File: config.mk
export PLATFORM = sky130hd
export DESIGN_NAME = des_perm_pipe
export DESIGN_NICKNAME = d
export VERILOG_FILES = /design/src/rtl/des_pkg.sv /design/src/rtl/des_perm_lane.sv /design/src/rtl/des_perm_pipe.sv
export SDC_FILE = /design/constraint.sdc
export NUM_CORES = 1
export LEC_CHECK = 0
export BUFFER_PORTS_ARGS = -buffer_cell sky130_fd_sc_hd__buf_2
export CAP_MARGIN = 30
export CORE_ASPECT_RATIO = 1.75
export CORE_MARGIN = 2
export CORE_UTILIZATION = 30
export CTS_CLUSTER_DIAMETER = 30
export CTS_CLUSTER_SIZE = 28
export DETAILED_ROUTE_END_ITERATION = 8
export GPL_ROUTABILITY_DRIVEN = 0
export GPL_TIMING_DRIVEN = 0
export SETUP_SLACK_MARGIN = 0.05
export SYNTH_ARGS = -nofsm -noshare
export SYNTH_HDL_FRONTEND = slang
export SYNTH_SLANG_ARGS = --single-unit
File: constraint.sdc
create_clock -name clk -period 3.21 [get_ports clk]
set_clock_uncertainty 0.2 [all_clocks]
set_input_delay 0.1605 -clock clk [delete_from_list [all_inputs] [get_ports clk]]
set_output_delay 0.1605 -clock clk [all_outputs]
set_load 0.02 [all_outputs]
File: src/rtl/des_pkg.sv
// -----------------------------------------------------------------------------
// des_pkg
// Shared definitions for the DES permutation pipeline:
//   des_mode_t - per-beat operation select (bypass, IP, IP^-1, reserved)
//   IP_SRC     - initial permutation as a source-bit table
//   FP_SRC     - final permutation (IP^-1) as a source-bit table
//   des_ip()   - applies IP to one 64-bit block
//   des_fp()   - applies IP^-1 to one 64-bit block
// Bit numbering: DES bit 1 is bit 63 of the 64-bit block, DES bit 64 is bit 0.
// -----------------------------------------------------------------------------
package des_pkg;

  typedef enum logic [1:0] {
    BYPASS = 2'b00,
    IP     = 2'b01,
    FP     = 2'b10,
    RSVD   = 2'b11
  } des_mode_t;

  // Entry [k] is the input bit index (0 = LSB) that lands on output bit k.
  // Listed from output bit 63 downwards, i.e. in DES table order with each
  // DES bit number n already converted to the vector index 64-n.
  localparam int IP_SRC [63:0] = '{
     6, 14, 22, 30, 38, 46, 54, 62,
     4, 12, 20, 28, 36, 44, 52, 60,
     2, 10, 18, 26, 34, 42, 50, 58,
     0,  8, 16, 24, 32, 40, 48, 56,
     7, 15, 23, 31, 39, 47, 55, 63,
     5, 13, 21, 29, 37, 45, 53, 61,
     3, 11, 19, 27, 35, 43, 51, 59,
     1,  9, 17, 25, 33, 41, 49, 57
  };

  localparam int FP_SRC [63:0] = '{
    24, 56, 16, 48,  8, 40,  0, 32,
    25, 57, 17, 49,  9, 41,  1, 33,
    26, 58, 18, 50, 10, 42,  2, 34,
    27, 59, 19, 51, 11, 43,  3, 35,
    28, 60, 20, 52, 12, 44,  4, 36,
    29, 61, 21, 53, 13, 45,  5, 37,
    30, 62, 22, 54, 14, 46,  6, 38,
    31, 63, 23, 55, 15, 47,  7, 39
  };

  function automatic logic [63:0] des_ip(input logic [63:0] blk);
    logic [63:0] res;
    logic [5:0]  k;
    res = '0;
    for (int i = 0; i < 64; i++) begin
      k      = 6'(i);
      res[k] = blk[IP_SRC[k][5:0]];
    end
    return res;
  endfunction

  function automatic logic [63:0] des_fp(input logic [63:0] blk);
    logic [63:0] res;
    logic [5:0]  k;
    res = '0;
    for (int i = 0; i < 64; i++) begin
      k      = 6'(i);
      res[k] = blk[FP_SRC[k][5:0]];
    end
    return res;
  endfunction

endpackage

File: src/rtl/des_perm_lane.sv
// -----------------------------------------------------------------------------
// des_perm_lane
// Combinational permutation of one 64-bit block.
// Ports:
//   mode - operation select; IP and FP permute, BYPASS and RSVD pass through
//   din  - input block (DES bit 1 at bit 63)
//   dout - permuted block, same bit numbering
// -----------------------------------------------------------------------------
module des_perm_lane
  import des_pkg::*;
(
  input  des_mode_t   mode,
  input  logic [63:0] din,
  output logic [63:0] dout
);

  always_comb begin
    dout = din;
    case (mode)
      IP:      dout = des_ip(din);
      FP:      dout = des_fp(din);
      default: dout = din;
    endcase
  end

endmodule

File: src/rtl/des_perm_pipe.sv
// -----------------------------------------------------------------------------
// des_perm_pipe
// Pipelined DES IP / IP^-1 / bypass stage over NUM_LANES parallel 64-bit blocks
// with valid/ready flow control and an accepted-beat counter.
// Parameters:
//   NUM_LANES  - 64-bit blocks per beat (1, 2 or 4)
//   PIPE_DEPTH - register stages between input and output (1..4)
//   CNT_W      - width of beat_count
// Ports:
//   clk, rst          - clock (rising edge), synchronous active-high reset
//   in_valid/in_ready - input handshake; in_mode selects the operation
//   in_data           - lane i at bits [64i+63:64i]
//   out_valid/out_ready, out_data, out_mode - output handshake and payload;
//                       out_mode reports the reserved mode as 00
//   err_mode          - one-cycle pulse after a reserved-mode beat is accepted
//   clr_count         - synchronous clear of beat_count, wins over increment
//   beat_count        - number of accepted input beats, wraps
// -----------------------------------------------------------------------------
module des_perm_pipe
  import des_pkg::*;
#(
  parameter int NUM_LANES  = 1,
  parameter int PIPE_DEPTH = 2,
  parameter int CNT_W      = 32
) (
  input  logic                    clk,
  input  logic                    rst,
  input  logic                    in_valid,
  output logic                    in_ready,
  input  logic [1:0]              in_mode,
  input  logic [64*NUM_LANES-1:0] in_data,
  output logic                    out_valid,
  input  logic                    out_ready,
  output logic [64*NUM_LANES-1:0] out_data,
  output logic [1:0]              out_mode,
  output logic                    err_mode,
  input  logic                    clr_count,
  output logic [CNT_W-1:0]        beat_count
);

  localparam int DW = 64 * NUM_LANES;

  logic [DW-1:0]         perm_data;
  logic [1:0]            perm_mode;
  logic [PIPE_DEPTH-1:0] vld_vec;
  logic [PIPE_DEPTH-1:0] ld;
  logic                  accept;

  // Input side: per-lane permutation feeding stage 0
  for (genvar g = 0; g < NUM_LANES; g++) begin : g_lane
    des_perm_lane u_lane (
      .mode (des_mode_t'(in_mode)),
      .din  (in_data[64*g +: 64]),
      .dout (perm_data[64*g +: 64])
    );
  end

  // Reserved beats travel as bypass so downstream never sees mode 11.
  assign perm_mode = (in_mode == RSVD) ? BYPASS : in_mode;

  // A stage may load unless it and every stage after it hold a beat while the
  // sink is stalled. Written per stage in closed form so the ready chain has
  // no self-referencing vector.
  always_comb begin
    logic full_tail;
    ld        = '0;
    full_tail = 1'b0;
    for (int k = 0; k < PIPE_DEPTH; k++) begin
      full_tail = 1'b1;
      for (int j = k; j < PIPE_DEPTH; j++) begin
        full_tail = full_tail & vld_vec[j];
      end
      ld[k] = ~full_tail | out_ready;
    end
  end

  assign in_ready = ld[0];
  assign accept   = in_valid & in_ready;

  // Pipeline stages: stage k takes the upstream slot whenever ld[k]; an
  // empty upstream slot simply moves a bubble forward.
  for (genvar k = 0; k < PIPE_DEPTH; k++) begin : g_stage
    logic          vld;
    logic [1:0]    mode;
    logic [DW-1:0] data;
    logic          up_vld;
    logic [1:0]    up_mode;
    logic [DW-1:0] up_data;

    if (k == 0) begin : g_src
      assign up_vld  = in_valid;
      assign up_mode = perm_mode;
      assign up_data = perm_data;
    end else begin : g_src
      assign up_vld  = g_stage[k-1].vld;
      assign up_mode = g_stage[k-1].mode;
      assign up_data = g_stage[k-1].data;
    end

    always_ff @(posedge clk) begin
      if (rst) begin
        vld <= 1'b0;
      end else if (ld[k]) begin
        vld <= up_vld;
      end
    end

    // Only the output stage clears its payload on reset; inner payload
    // registers are qualified by their valid bit.
    if (k == PIPE_DEPTH - 1) begin : g_data
      always_ff @(posedge clk) begin
        if (rst) begin
          mode <= '0;
          data <= '0;
        end else if (ld[k] && up_vld) begin
          mode <= up_mode;
          data <= up_data;
        end
      end
    end else begin : g_data
      always_ff @(posedge clk) begin
        if (ld[k] && up_vld) begin
          mode <= up_mode;
          data <= up_data;
        end
      end
    end

    assign vld_vec[k] = vld;
  end

  // Output side: driven straight from the last stage registers
  assign out_valid = g_stage[PIPE_DEPTH-1].vld;
  assign out_mode  = g_stage[PIPE_DEPTH-1].mode;
  assign out_data  = g_stage[PIPE_DEPTH-1].data;

  always_ff @(posedge clk) begin
    if (rst) begin
      err_mode <= 1'b0;
    end else begin
      err_mode <= accept && (in_mode == RSVD);
    end
  end

  always_ff @(posedge clk) begin
    if (rst || clr_count) begin
      beat_count <= '0;
    end else if (accept) begin
      beat_count <= beat_count + CNT_W'(1);
    end
  end

endmodule

-- Word-level counts from Yosys, hierarchy flattened
Cells that the tools add are included.
- register bits: 167
- latch bits: 0
- RAM bits: 0
- bits in read-only memories: 0
- input port bits: 71
- logic and storage cells: 23
- memories: 0
- $add $sub $neg: 1
- multipliers: 0
- div/mod/pow operators: 0
- order comparisons: 0
- equality and inequality tests: 3
- shifts and indexed selects: 0
- mux-type cells: 1
- bitwise logic cells: 6
- reduce and logical (&&, ||, !) cells: 4
- operators with widths (kind ; number):
    64-bit one-hot mux with 2 select lines ; 1
    32-bit by 1-bit adder with 32-bit output, second input constant ; 1
    2-bit == test, second input constant ; 2
    1-bit logical AND ; 3
    1-bit AND ; 2
    2-bit by 1-bit == test with 1-bit output, second input constant ; 1
    1-bit inverter ; 2
    1-bit bitwise OR ; 2
    1-bit logical OR ; 1

-- Longest topological paths before layout
Gate-level depths: netlist of run 1.
- word-level depth: 5
- gate-level depth with buffers: 7
- gate-level depth less buffers: 6

-- By module
A second synthesis of run 1 with hierarchy kept.
- cell total of the unflattened synthesis: 771
- area total of the unflattened synthesis: 7174.4 µm²
- by module, submodules not included (module ; instances ; cells each ; area an instance (µm²) ; seq. area each (µm²)):
    des_perm_pipe ; 1 ; 552 ; 5920.7 ; 4003.8
    des_perm_lane ; 1 ; 219 ; 1253.7 ; 0.0

-- Worst setup path before layout of run 1
No wires, ideal clock.
- path kind: register to register
- start point: reg g_stage[1].vld (netlist: out_valid)
- end point: reg beat_count[2]
- data arrival time: 3296 ps
- required time: 2882 ps
- slack: -414 ps
- stages on the path, launching flop included: 8
- buffers on the path: 1
- period minus slack after synthesis: 3624 ps
- cell sequence: dfxtp_1 > and3b_1 > inv_1 > and2_1 > clkbuf_1 > nand2_1 > xor2_1 > nor2_1
- cells in the longest elaborated chain, start to end: 4
- RTL lines (element ; line ; source):
    start: declaration ; des_perm_pipe.sv:83 ; logic vld;
    start signal: assignment ; des_perm_pipe.sv:104 ; vld <= up_vld;
    1-bit AND ; des_perm_pipe.sv:71 ; full_tail = full_tail & vld_vec[j];
    1-bit inverter ; des_perm_pipe.sv:73 ; ld[k] = ~full_tail | out_ready;
    1-bit bitwise OR ; des_perm_pipe.sv:73 ;
    net in_ready ; des_perm_pipe.sv:29 ; output logic in_ready,
    1-bit AND ; des_perm_pipe.sv:78 ; assign accept = in_valid & in_ready;
    net accept ; des_perm_pipe.sv:47 ; logic accept;
    end signal: assignment ; des_perm_pipe.sv:149 ; beat_count <= beat_count + CNT_W'(1);
    end: declaration ; des_perm_pipe.sv:38 ; output logic [CNT_W-1:0] beat_count
The timed path passes the listed nets, and every way through them passes these cells.
A chain may end at the register's enable or synchronous reset.

-- Worst setup path after layout of run 1
- start point: in in_mode[0]
- end point: reg g_stage[0].data[14] (data pin)
- cells in the longest elaborated chain, start to end: 2
- RTL lines (element ; line ; source):
    start: declaration ; des_perm_pipe.sv:30 ; input logic [1:0] in_mode,
    2-bit == test or 2-bit by 1-bit == test with 1-bit output (tied branches) ; des_perm_lane.sv:19 ; case (mode)
    64-bit one-hot mux with 2 select lines * ; des_perm_lane.sv:19 ;
    net g_lane[0].u_lane.dout[14] ; des_perm_lane.sv:14 ; output logic [63:0] dout
    end signal: assignment ; des_perm_pipe.sv:124 ; data <= up_data;
    end: declaration ; des_perm_pipe.sv:85 ; logic [DW-1:0] data;
Mark *: on every way through the listed nets, which the timed path passes. The rest lies on a longest branch.

==> results by group, run 1 <==
Pwr
  – Reg power frac: 0.463
  – Overall Power: 5.159 mW
  – Switching share of power: 0.2601
  – Switching power: ~1.3 mW
  – Leak: approximately 3.9 nW
  – Int Pwr: about 3.8 mW
  – Clock power frac: 0.408
  – Worst vdd ir: 0.3239 mV
  – Combinational power share: 0.129
  – Power density over cell area: about 540 nW/µm²

Clocking
  – Post-CTS setup buffer count: 0
  – Clk Latency, worst-skew pair: roughly 430 ps
  – CTS buffer count: 17
  – CTS Buffer Depth: 2
  – CTS Sinks: around 170
  – H-tree lvl count: 4
  – Clk root buf: clkbuf_16
  – CTS tree: built
  – CTS clk-pin slew, worst paths: 70 ps

Setup path
  – CP startpoint kind: input pin
  – Critical setup path kind: in -> reg
  – CP Max Fanout: 10
  – Crit. End Element: register
  – Slowest stage delay, CP: 560 ps
  – Critical Path RT: about 3300 ps
  – Crit path cell chain: dlygate4sd3_1 > buf_2 > inv_1 > ha_1 > clkbuf_1 > clkbuf_1 > nand2_1 > o21ai_0 > dlygate4sd3_1
  – Worst EP arrival: just under 3000 ps
  – CP max-delay cell: dlygate4sd3_1

STA
  – Final TNS setup: 0 ps
  – Slew HR: 0.5506
  – Hold_ws: between 5 and 6 ps
  – # setup viols final: 0
  – Worst-Margin Slew: approximately 670 ps
  – Slew Limit Fails: 0
  – Unrepaired setup endpoints after global routing: no
  – Min Tclk post-route: ~2800 ps
  – Final hold violations: 0
  – Fin crit share: 0.8771
  – Maximum clock rate: about 0.36 GHz

Global routing
  – GRT Util Overall: 0.1869
  – Global Route met2 Usage: 0.3214
  – Largest net degree at the start of global routing: 68
  – First-pass GRT wire length: 35050 µm
  – GR Util met1: 0.2108
  – Vias in the first global route: roughly 6300
  – Initial antenna violation count: 0
  – Gr ovfl total: 0
  – Most Used Layer, Global Route: met2
  – Met3 Use GR: 0.03548

Yosys
  – Synth Area in Compound Gates: 0.1715
  – Syn nets: roughly 830
  – Synth warn: 0
  – Sequential cell area fraction in the yosys report: 0.5751
  – Yosys reg bits: ~170
  – Synth unique cells: 35
  – Post-synthesis instance total: 751
  – Post-synthesis mux area share: 0.001438
  – Avg Cell Area, Syn: between 9 and 10 µm²
  – Main combinational cell family by area after synthesis: simple AND/OR/NAND/NOR gates
  – Post-Synth Simple-Gate Area: 0.1837
  – Post-Synth Adder-Cell Area: 0.007189
  – Post-synthesis xor/xnor area fraction: 0.02768
  – Synth Cell Area: a little under 7000 µm²

Cells and area
  – Register area: approximately 4000 µm²
  – Layout area overhead: 37.99%
  – Antenna diodes: 0
  – Fillers: around 2200
  – Area occupied by multi-input gates: roughly 2700 µm²
  – Share of layout cells above drive strength 1: 0.2083
  – Nets: 1094
  – Final Non-Filler Cells: 1332
  – Final instance area: 9607 µm²

Detailed routing
  – Post-DRT Antenna Nets: 0
  – Final wirelength: 23060 µm
  – Total number of vias: about 6600
  – Initial DRC Count: roughly 650
  – Wire length per cell: roughly 17 µm
  – Drt drc: 0
  – DRT Pass-1 Iters: 6
  – Average via count per standard cell: a little under 5

Job
  – Max-Cap Viols: 0

Floorplanning
  – Starting density of the core: 0.3061
  – Chip height: 205.5 µm
  – Core area: around 23000 µm²
  – Die X: 119.2 µm
  – Placement Rows: 73
  – I/O pin total: roughly 170
  – Die ar.: between 20000 and 25000 µm²

Placed design
  – Detailed placer's ending HPWL: about 17000 µm
  – Cell Area, Placed: around 8200 µm²
  – Inst Count DP: around 1200
  – IO Port Bufs: 170

Worst hold path
  – Hold crit path type: in -> reg

Status
  – Status: complete, no violations
power by group through the flow:
stage	registers (mW)	logic (mW)	clock network, mW
2_1_floorplan	2.48	0.247	0
3_3_place_gp	2.44	0.549	0
3_5_place_dp	2.44	0.558	0
4_1_cts	2.39	0.654	2.14
5_1_grt	2.40	0.718	2.23
6_report	2.39	0.666	2.10
metrics by stage:
stage	utilization	setup WS, ps
floorplan	-	667.1
global placement	0.3601	363.7
detailed placement	0.3614	847.5
CTS	0.4224	485.9
global route	0.4224	174.0
finish	0.4224	394.5
worst paths after layout:
kind,start,cells after the start,slack (ps),end
setup / recovery,in_mode[0],9,390,g_stage[0].data[14]$_DFFE_PP_
hold / removal,in_data[51],3,5,g_stage[0].data[51]$_DFFE_PP_
setup reg to reg,out_valid$_SDFFE_PP0N_,6,930,out_data[43]$_SDFFE_PP0P_
hold reg to reg,out_data[60]$_SDFFE_PP0P_,2,250,out_data[60]$_SDFFE_PP0P_
worst max-delay path: cells and delay by family:
kind	cells	cell delay, ps
AOI/OAI and AO/OA	1	100
adders and majority gates	1	400
buffers and inverters	6	2140
and+or+nand+nor	1	110
synth_stat cells:
master	instances	area (µm²)
nand3_1	7	35.03
buf_2	3	15.01
or3_1	6	37.54
o211ai_1	2	15.01
and3_1	5	31.28
a21oi_1	74	370.4
and2_1	4	25.02
and3b_1	2	17.52
nor2_4	1	11.26
or4_1	2	15.01
nor3_1	1	5.000
dfxtp_1	101	2022
nand2b_1	1	6.260
a22oi_1	60	450.4
xor2_1	16	140.1
buf_1	8	30.03
and3_2	1	7.510
mux2i_1	1	10.01
nor2_1	29	108.9
o21ai_0	70	350.3
and4_1	2	17.52
or4_2	1	8.760
and2_4	1	8.760
nand2_1	207	777.0
clkbuf_1	45	168.9
nand4_4	1	21.27
nand4_1	14	87.58
xnor2_1	6	52.55
ha_1	4	50.05
nor3_4	1	16.27
inv_1	5	18.77
o31ai_1	1	7.510
nand3_4	2	35.03
edfxtp_1	66	1982
or2_2	1	6.260
cell type report:
cell class,instances,area share
inverters,5,0.001954
clock buffers,20,0.04871
flip-flops and latches,167,0.4168
repair buffers,249,0.1727
well taps,300,0.03907
plain buffers,56,0.02266
multi-input cells,523,0.2837
clock inverters,12,0.01446
cell families (layout without fill, tap and decap cells):
kind of cell / count (synthesis) / count (layout)
adder cells (fa/ha/maj): 4 / 4
AO/OA/AOI/OAI: 207 / 207
flip-flops: 167 / 167
multiplexers: 1 / 1
buffers and inverters: 61 / 342
XOR/XNOR: 22 / 22
AND/OR/NAND/NOR: 289 / 289
routing by layer:
layer  vias to the layer above  wire length [µm]
met5                         -                 0
met4                         0              1348
met3                        65              1531
met2                       335             11510
met1                      3036              8677
li1                       3170                 -
cell usage in the layout, fill, tap and decap left out, types with 7 or more instances in the layout:
master and n:
a21oi_1 74, a22oi_1 60, buf_1 8, buf_2 173
clkbuf_1 45, clkbuf_16 18, dfxtp_1 101, dlygate4sd3_1 78
edfxtp_1 66, nand2_1 207, nand3_1 7, nand4_1 14
nor2_1 29, o21ai_0 70, xor2_1 16
sequential cells by signal, indices dropped and copies added, names as in the netlist:
name and cells:
beat_count 32, err_mode 1, out_mode 2, g_stage.data 64, out_data 64, g_stage.mode 2
out_valid 1, g_stage.vld 1
repair_timing:
action	CTS	global route
hold buffers	78	0
gates resized for setup	0	0
endpoints found under the hold margin	60	0
No activity file was read; power rests on OpenSTA's default activity.
==> run 2, diff against run 1 <==
- CORE_UTILIZATION: 30 -> 48
- GPL_TIMING_DRIVEN: 0 -> unset
- PLACE_DENSITY: unset -> 0.76
==> run 2 against run 1 <==
Register-to-register slack improved by 190 ps; maximum frequency rose by 1.6%; clock power rose by 6%; critical endpoint is now g_stage[0].data[40]$_DFFE_PP_; utilization rose by 25 points; clock-buffer cell count fell by 3; sequential power barely moved; setup slack improved by 45 ps; critical path depth fell by 1; first-iteration DRC count fell by 9.6%.
==> results by group, run 2 (synthesis gave the netlist of run 1 again) <==
Clocking
  – Clk Latency, worst-skew pair: 420 ps (was 430 ps)
  – CTS buffer count: 17 (unchanged)
  – CTS Sinks: 167 (unchanged)
  – H-tree lvl count: 4 (unchanged)
  – CTS clk-pin slew, worst paths: 70 ps (about the same)
  – Clk root buf: clkbuf_16 (unchanged)
  – CTS resizes: 0 (unchanged)
  – CTS Buffer Depth: 2 (unchanged)
  – CTS tree: built (unchanged)

Detailed routing
  – Wire length per cell: 17.70 µm (was 17.31 µm)
  – Total number of vias: 6667 (was 6606)
  – DRT Pass-1 Iters: 6 (unchanged)
  – Average via count per standard cell: 5.570 (was 4.959)
  – Post-DRT Antenna Nets: 0 (unchanged)
  – Initial DRC Count: 591 (was 654)
  – Drt drc: 0 (unchanged)
  – Final wirelength: 21190 µm (was 23060 µm)

Setup path
  – Critical Path Source: in_mode[1] (was in_mode[0])
  – Critical setup path kind: in -> reg (unchanged)
  – Critical Path RT: 3300 ps (was 3310 ps)
  – CP Max Fanout: 27 (was 10)
  – CP startpoint kind: input pin (unchanged)
  – Crit Reg-Reg Startpoint: g_stage[0].vld$_SDFFE_PP0P_ (was out_valid$_SDFFE_PP0N_)
  – Worst EP arrival: 2860 ps (was 2920 ps)
  – Crit. End Element: register (unchanged)

Placed design
  – Cell Area, Placed: 7938 µm² (was 8219 µm²)
  – Detailed placer's ending HPWL: 12540 µm (was 17100 µm)
  – IO Port Bufs: 171 (was 170)

Global routing
  – Vias in the first global route: 6565 (was 6319)
  – First-pass GRT wire length: 32810 µm (was 35050 µm)
  – Gr ovfl total: 0 (unchanged)
  – Initial antenna violation count: 1 (was 0)
  – GRT Util Overall: 0.2775 (was 0.1869)
  – Largest net degree at the start of global routing: 107 (was 68)

Pwr
  – Power density over cell area: 547.9 nW/µm² (was 537.1 nW/µm²)
  – Leak: 3.995 nW (was 3.872 nW)
  – Worst vdd ir: 0.3769 mV (was 0.3239 mV)
  – Overall Power: 5.292 mW (was 5.159 mW)

Floorplanning
  – Core area: 14300 µm² (was 22740 µm²)
  – I/O pin total: 172 (unchanged)
  – Starting density of the core: 0.4870 (was 0.3061)
  – Die X: 95.04 µm (was 119.2 µm)
  – Die ar.: 15520 µm² (was 24490 µm²)
  – Chip height: 163.3 µm (was 205.5 µm)
  – Placement Rows: 58 (was 73)

Job
  – Max-Cap Viols: 0 (unchanged)

Cells and area
  – Register area: 4004 µm² (unchanged)
  – Final instance area: 9658 µm² (was 9607 µm²)
  – Area occupied by multi-input gates: 2746 µm² (was 2725 µm²)
  – Commonest non-fill, non-tap cell in the layout: nand2_1 (unchanged)
  – Layout area overhead: 38.73% (was 37.99%)
  – Nets: 1078 (was 1094)
  – Fillers: 1052 (was 2236)
  – Share of layout cells above drive strength 1: 0.2224 (was 0.2083)
  – Most frequent cells in the layout: nand2_1 (206), buf_2 (171), dlygate4sd3_1 (108), dfxtp_1 (101), a21oi_1 (74) (was nand2_1 (207), buf_2 (173), dfxtp_1 (101), dlygate4sd3_1 (78), a21oi_1 (74))

Status
  – Status: complete, no violations (unchanged)

STA
  – Unrepaired setup endpoints after global routing: no (unchanged)
  – Slew HR: 0.4241 (was 0.5506)
  – Min Tclk post-route: 2770 ps (was 2815 ps)
  – Final hold violations: 0 (unchanged)
  – Slew Limit Fails: 0 (unchanged)
  – Worst-Margin Slew: 863.9 ps (was 674.1 ps)
  – # setup viols final: 0 (unchanged)
  – Final TNS setup: 0 ps (unchanged)
  – Maximum clock rate: 0.3610 GHz (was 0.3552 GHz)
  – Fin crit share: 0.8630 (was 0.8771)

Worst hold path
  – Hold crit path type: in -> reg (unchanged)
  – Hold_sp: in_mode[0] (was in_data[51])
[run 2: changes by cell type in the layout (fill, tap and decap cells not counted), sizes merged]
cell,before,now
clkbuf,65,17
dlygate4sd3,78,108
inv,9,13
bufinv,2,4
clkinv,4,2
buf,182,181
clkinvlp,2,1
diode,0,1
[run 2: path summary, 6_finish.rpt]
| kind | end | slack [ps] | depth (start not counted) |
|---|---|---|---|
| worst min-delay path | g_stage[0].mode[0]$_SDFFCE_PP0P_ | 70 | 3 |
| worst max register to register | g_stage[0].data[33]$_DFFE_PP_ | 1120 | 4 |
| worst max-delay path | g_stage[0].data[40]$_DFFE_PP_ | 440 | 8 |
| worst min register to register | out_data[60]$_SDFFE_PP0P_ | 250 | 2 |
[run 2: timing repair]
action,4_1_cts,5_1_grt
buffers inserted,0,0
hold buffers,108,0
hold endpoints to repair,71,0
[run 2: worst max-delay path, stage by stage]
cell and delay [ps]:
dlygate4sd3_1 540, buf_2 160, inv_1 100, ha_2 530
buf_4 340, a22oi_1 130, o21ai_0 260, dlygate4sd3_1 620
[run 2: cell type report]
class / count / share of cell area
diodes: 1 / 0.0002591
clock buffers: 17 / 0.04405
clock inverters: 15 / 0.02189
inverters: 5 / 0.001943
multi-input cells: 523 / 0.2844
flip-flops and latches: 167 / 0.4146
well taps: 180 / 0.02332
repair buffers: 289 / 0.2096
[run 2: metal layers]
layer  track usage  share of wire  up-vias
met5             0              0        -
met4        0.1489          0.048        0
met3       0.05489          0.072       70
met2        0.5087           0.53      354
met1        0.2897           0.35     3115
li1              -              -     3128
[run 2: where the power goes]
part	switching [mW]	total [mW]	internal (mW)	leakage [nW]
Clock	0.900	2.23	1.33	0.311
Sequential	0.0470	2.39	2.35	1.48
Combinational	0.388	0.674	0.286	2.20
Total	1.33	5.29	3.96	4.00
[run 2: stage by stage]
stage / hold WS [ps] / worst slack [ps] / util / instances
after detailed placement: 149.5 / 1137 / 0.5552 / 1056
after global routing: 63.38 / 366.1 / 0.6756 / 1197
after floorplan: 59.37 / 667.1 / - / 751
after global placement: 145.6 / 1182 / 0.5552 / 1056
after CTS: 36.13 / 600.3 / 0.6754 / 1196
final: 74.21 / 439.6 / 0.6756 / 1197
==> run 3, diff against run 2 <==
- CORE_MARGIN: 2 -> 8
- HOLD_SLACK_MARGIN: unset -> 0.15
==> run 3 against run 2 <==
Global-route usage shrank 4.8 points; non-clock buffer count grew 3; die area grew 21%; critical path type unchanged; largest power group unchanged.
==> results by group, run 3 (synthesis gave the netlist of run 1 again) <==
Status
  – Status: complete, no violations (unchanged)

Setup path
  – Critical Path Source: in_mode[0] (was in_mode[1])
  – Crit path to: g_stage[0].data[20]$_DFFE_PP_ (was g_stage[0].data[40]$_DFFE_PP_)
  – Worst path most repeated cell: dlygate4sd3_1 (unchanged)
  – WP buf/inv: 5 (unchanged)
  – CP Max Fanout: 78 (was 27)
  – R2r setup slk: 1110 ps (was 1120 ps)
  – CP startpoint kind: input pin (unchanged)
  – CP delay by family, top: buffers and inverters (unchanged)
  – Crit path depth: 7 (was 8)
  – Worst Reg-to-Reg Cells: 4 (unchanged)
  – Slowest stage delay, CP: 690 ps (was 620 ps)
  – Reg-to-Reg End: g_stage[0].mode[0]$_SDFFCE_PP0P_ (was g_stage[0].data[33]$_DFFE_PP_)
  – Critical setup path kind: in -> reg (unchanged)
  – CP max-delay cell: ha_4 (was dlygate4sd3_1)
  – Critical Path RT: 3180 ps (was 3300 ps)
  – Worst EP arrival: 2700 ps (was 2860 ps)
  – Crit. End Element: register (unchanged)
  – Crit Reg-Reg Startpoint: g_stage[0].vld$_SDFFE_PP0P_ (unchanged)
  – Crit path cell chain: dlygate4sd3_1 > buf_2 > inv_1 > ha_4 > buf_12 > o21ai_0 > dlygate4sd3_1 (was dlygate4sd3_1 > buf_2 > inv_1 > ha_2 > buf_4 > a22oi_1 > o21ai_0 > dlygate4sd3_1)

Pwr
  – Overall Power: 5.058 mW (was 5.292 mW)
  – Leak: 3.982 nW (was 3.995 nW)
  – Worst vdd ir: 0.4387 mV (was 0.3769 mV)
  – Power density over cell area: 524.2 nW/µm² (was 547.9 nW/µm²)

Cells and area
  – Layout area overhead: 38.59% (was 38.73%)
  – Most frequent cells in the layout: nand2_1 (206), buf_2 (171), dlygate4sd3_1 (112), dfxtp_1 (101), a21oi_1 (74) (was nand2_1 (206), buf_2 (171), dlygate4sd3_1 (108), dfxtp_1 (101), a21oi_1 (74))
  – Final Non-Filler Cells: 1200 (was 1197)
  – Share of layout cells above drive strength 1: 0.2218 (was 0.2224)
  – Commonest non-fill, non-tap cell in the layout: nand2_1 (unchanged)
  – Final instance area: 9648 µm² (was 9658 µm²)
  – Nets: 1081 (was 1078)

Global routing
  – Vias in the first global route: 6388 (was 6565)
  – GRT Util Overall: 0.2298 (was 0.2775)
  – Initial antenna violation count: 1 (unchanged)
  – First-pass GRT wire length: 33930 µm (was 32810 µm)
  – Gr ovfl total: 0 (unchanged)
  – Largest net degree at the start of global routing: 79 (was 107)

Detailed routing
  – Total number of vias: 6629 (was 6667)
  – Average via count per standard cell: 5.524 (was 5.570)
  – Final wirelength: 21730 µm (was 21190 µm)
  – Drt drc: 0 (unchanged)
  – Post-DRT Antenna Nets: 0 (unchanged)
  – DRT Pass-1 Iters: 6 (unchanged)
  – Initial DRC Count: 547 (was 591)
  – Wire length per cell: 18.11 µm (was 17.70 µm)

STA
  – Min Tclk post-route: 2730 ps (was 2770 ps)
  – Final hold violations: 0 (unchanged)
  – Slew Limit Fails: 0 (unchanged)
  – Unrepaired setup endpoints after global routing: no (unchanged)
  – Slew HR: 0.4786 (was 0.4241)
  – Worst-Margin Slew: 782.1 ps (was 863.9 ps)
  – Fin crit share: 0.8505 (was 0.8630)
  – # setup viols final: 0 (unchanged)
  – Hold_ws: 213.3 ps (was 74.21 ps)
  – Maximum clock rate: 0.3663 GHz (was 0.3610 GHz)
  – Final TNS setup: 0 ps (unchanged)

Clocking
  – CTS Sinks: 167 (unchanged)
  – Clk root buf: clkbuf_16 (unchanged)
  – CTS Buffer Depth: 2 (unchanged)
  – CTS tree: built (unchanged)
  – CTS buffer count: 17 (unchanged)
  – CTS clk-pin slew, worst paths: 70 ps (about the same)
  – Clk Latency, worst-skew pair: 430 ps (was 420 ps)
  – H-tree lvl count: 4 (unchanged)

Floorplanning
  – Die X: 107.0 µm (was 95.04 µm)
  – Core area: 14300 µm² (unchanged)
  – Placement Rows: 58 (unchanged)
  – I/O pin total: 172 (unchanged)
  – Die ar.: 18760 µm² (was 15520 µm²)
  – Starting density of the core: 0.4870 (unchanged)
  – Chip height: 175.3 µm (was 163.3 µm)

Placed design
  – IO Port Bufs: 171 (unchanged)
  – Cell Area, Placed: 7943 µm² (was 7938 µm²)
  – Detailed placer's ending HPWL: 13250 µm (was 12540 µm)
  – Inst Count DP: 1055 (was 1056)

Job
  – Max-Cap Viols: 0 (unchanged)

Worst hold path
  – Hold crit path type: in -> reg (unchanged)
-- run 3: changes by cell type in the layout (fill, tap and decap cells not counted), moves of 2 or more --
cell           delta
dlygate4sd3_1     +4
bufinv_16         -4
buf_4             -2
clkinv_8          +2
clkinv_4          +3
inv_6             -3
inv_8             +3
-- run 3: cell type report --
class / instances / area [µm²]
Fill cell: 1037 / 4648
Sequential cell: 167 / 4004
Multi-Input combinational cell: 523 / 2746
Timing Repair Buffer: 292 / 2069
Clock buffer: 17 / 425.4
Tap cell: 180 / 225.2
Clock inverter: 15 / 156.4
Inverter: 5 / 18.77
Antenna cell: 1 / 2.502
-- run 3: timing repair --
item / 4_1_cts / 5_1_grt
setup buffers: 0 / 0
hold buffers: 112 / 0
hold endpoints to repair: 82 / 0
gates resized for setup: 0 / 0
-- run 3: power breakdown --
group	switching [mW]	internal [mW]	leakage (nW)
registers	0.0488	2.35	1.48
logic	0.384	0.291	2.22
clock network	0.949	1.04	0.280
total	1.38	3.68	3.98
-- run 3: per-layer routing --
metal	vias up	wire, µm	GRT usage
li1	3142	-	-
met1	3099	7732	0.2478
met2	344	11560	0.4043
met3	44	1722	0.06312
met4	0	722	0.1015
met5	-	0	0
-- run 3: worst min path at each step --
stage | start | endpoint | depth (start not counted)
6_report | rst | g_stage[0].vld$_SDFFE_PP0P_ | 3
5_1_grt | in_data[42] | g_stage[0].data[42]$_DFFE_PP_ | 2
4_1_cts | rst | beat_count[23]$_SDFFE_PP0P_ | 3
3_5_place_dp | in_data[21] | g_stage[0].data[21]$_DFFE_PP_ | 1
3_3_place_gp | in_data[42] | g_stage[0].data[42]$_DFFE_PP_ | 1
2_1_floorplan | in_data[21] | g_stage[0].data[21]$_DFFE_PP_ | 0
-- run 3: through the flow --
step                      setup WS, ps  utilization
after floorplan                  667.1            -
after global placement            1176       0.5556
after detailed placement          1141       0.5556
after CTS                        633.3       0.6747
after global routing             381.0       0.6749
final                            479.9       0.6749
-- run 3: worst reg2reg max path, stage by stage (launching register included) --
cell     delay (ps)
dfxtp_1         340
and3b_1         260
inv_1           100
and2_4          550
buf_4           360
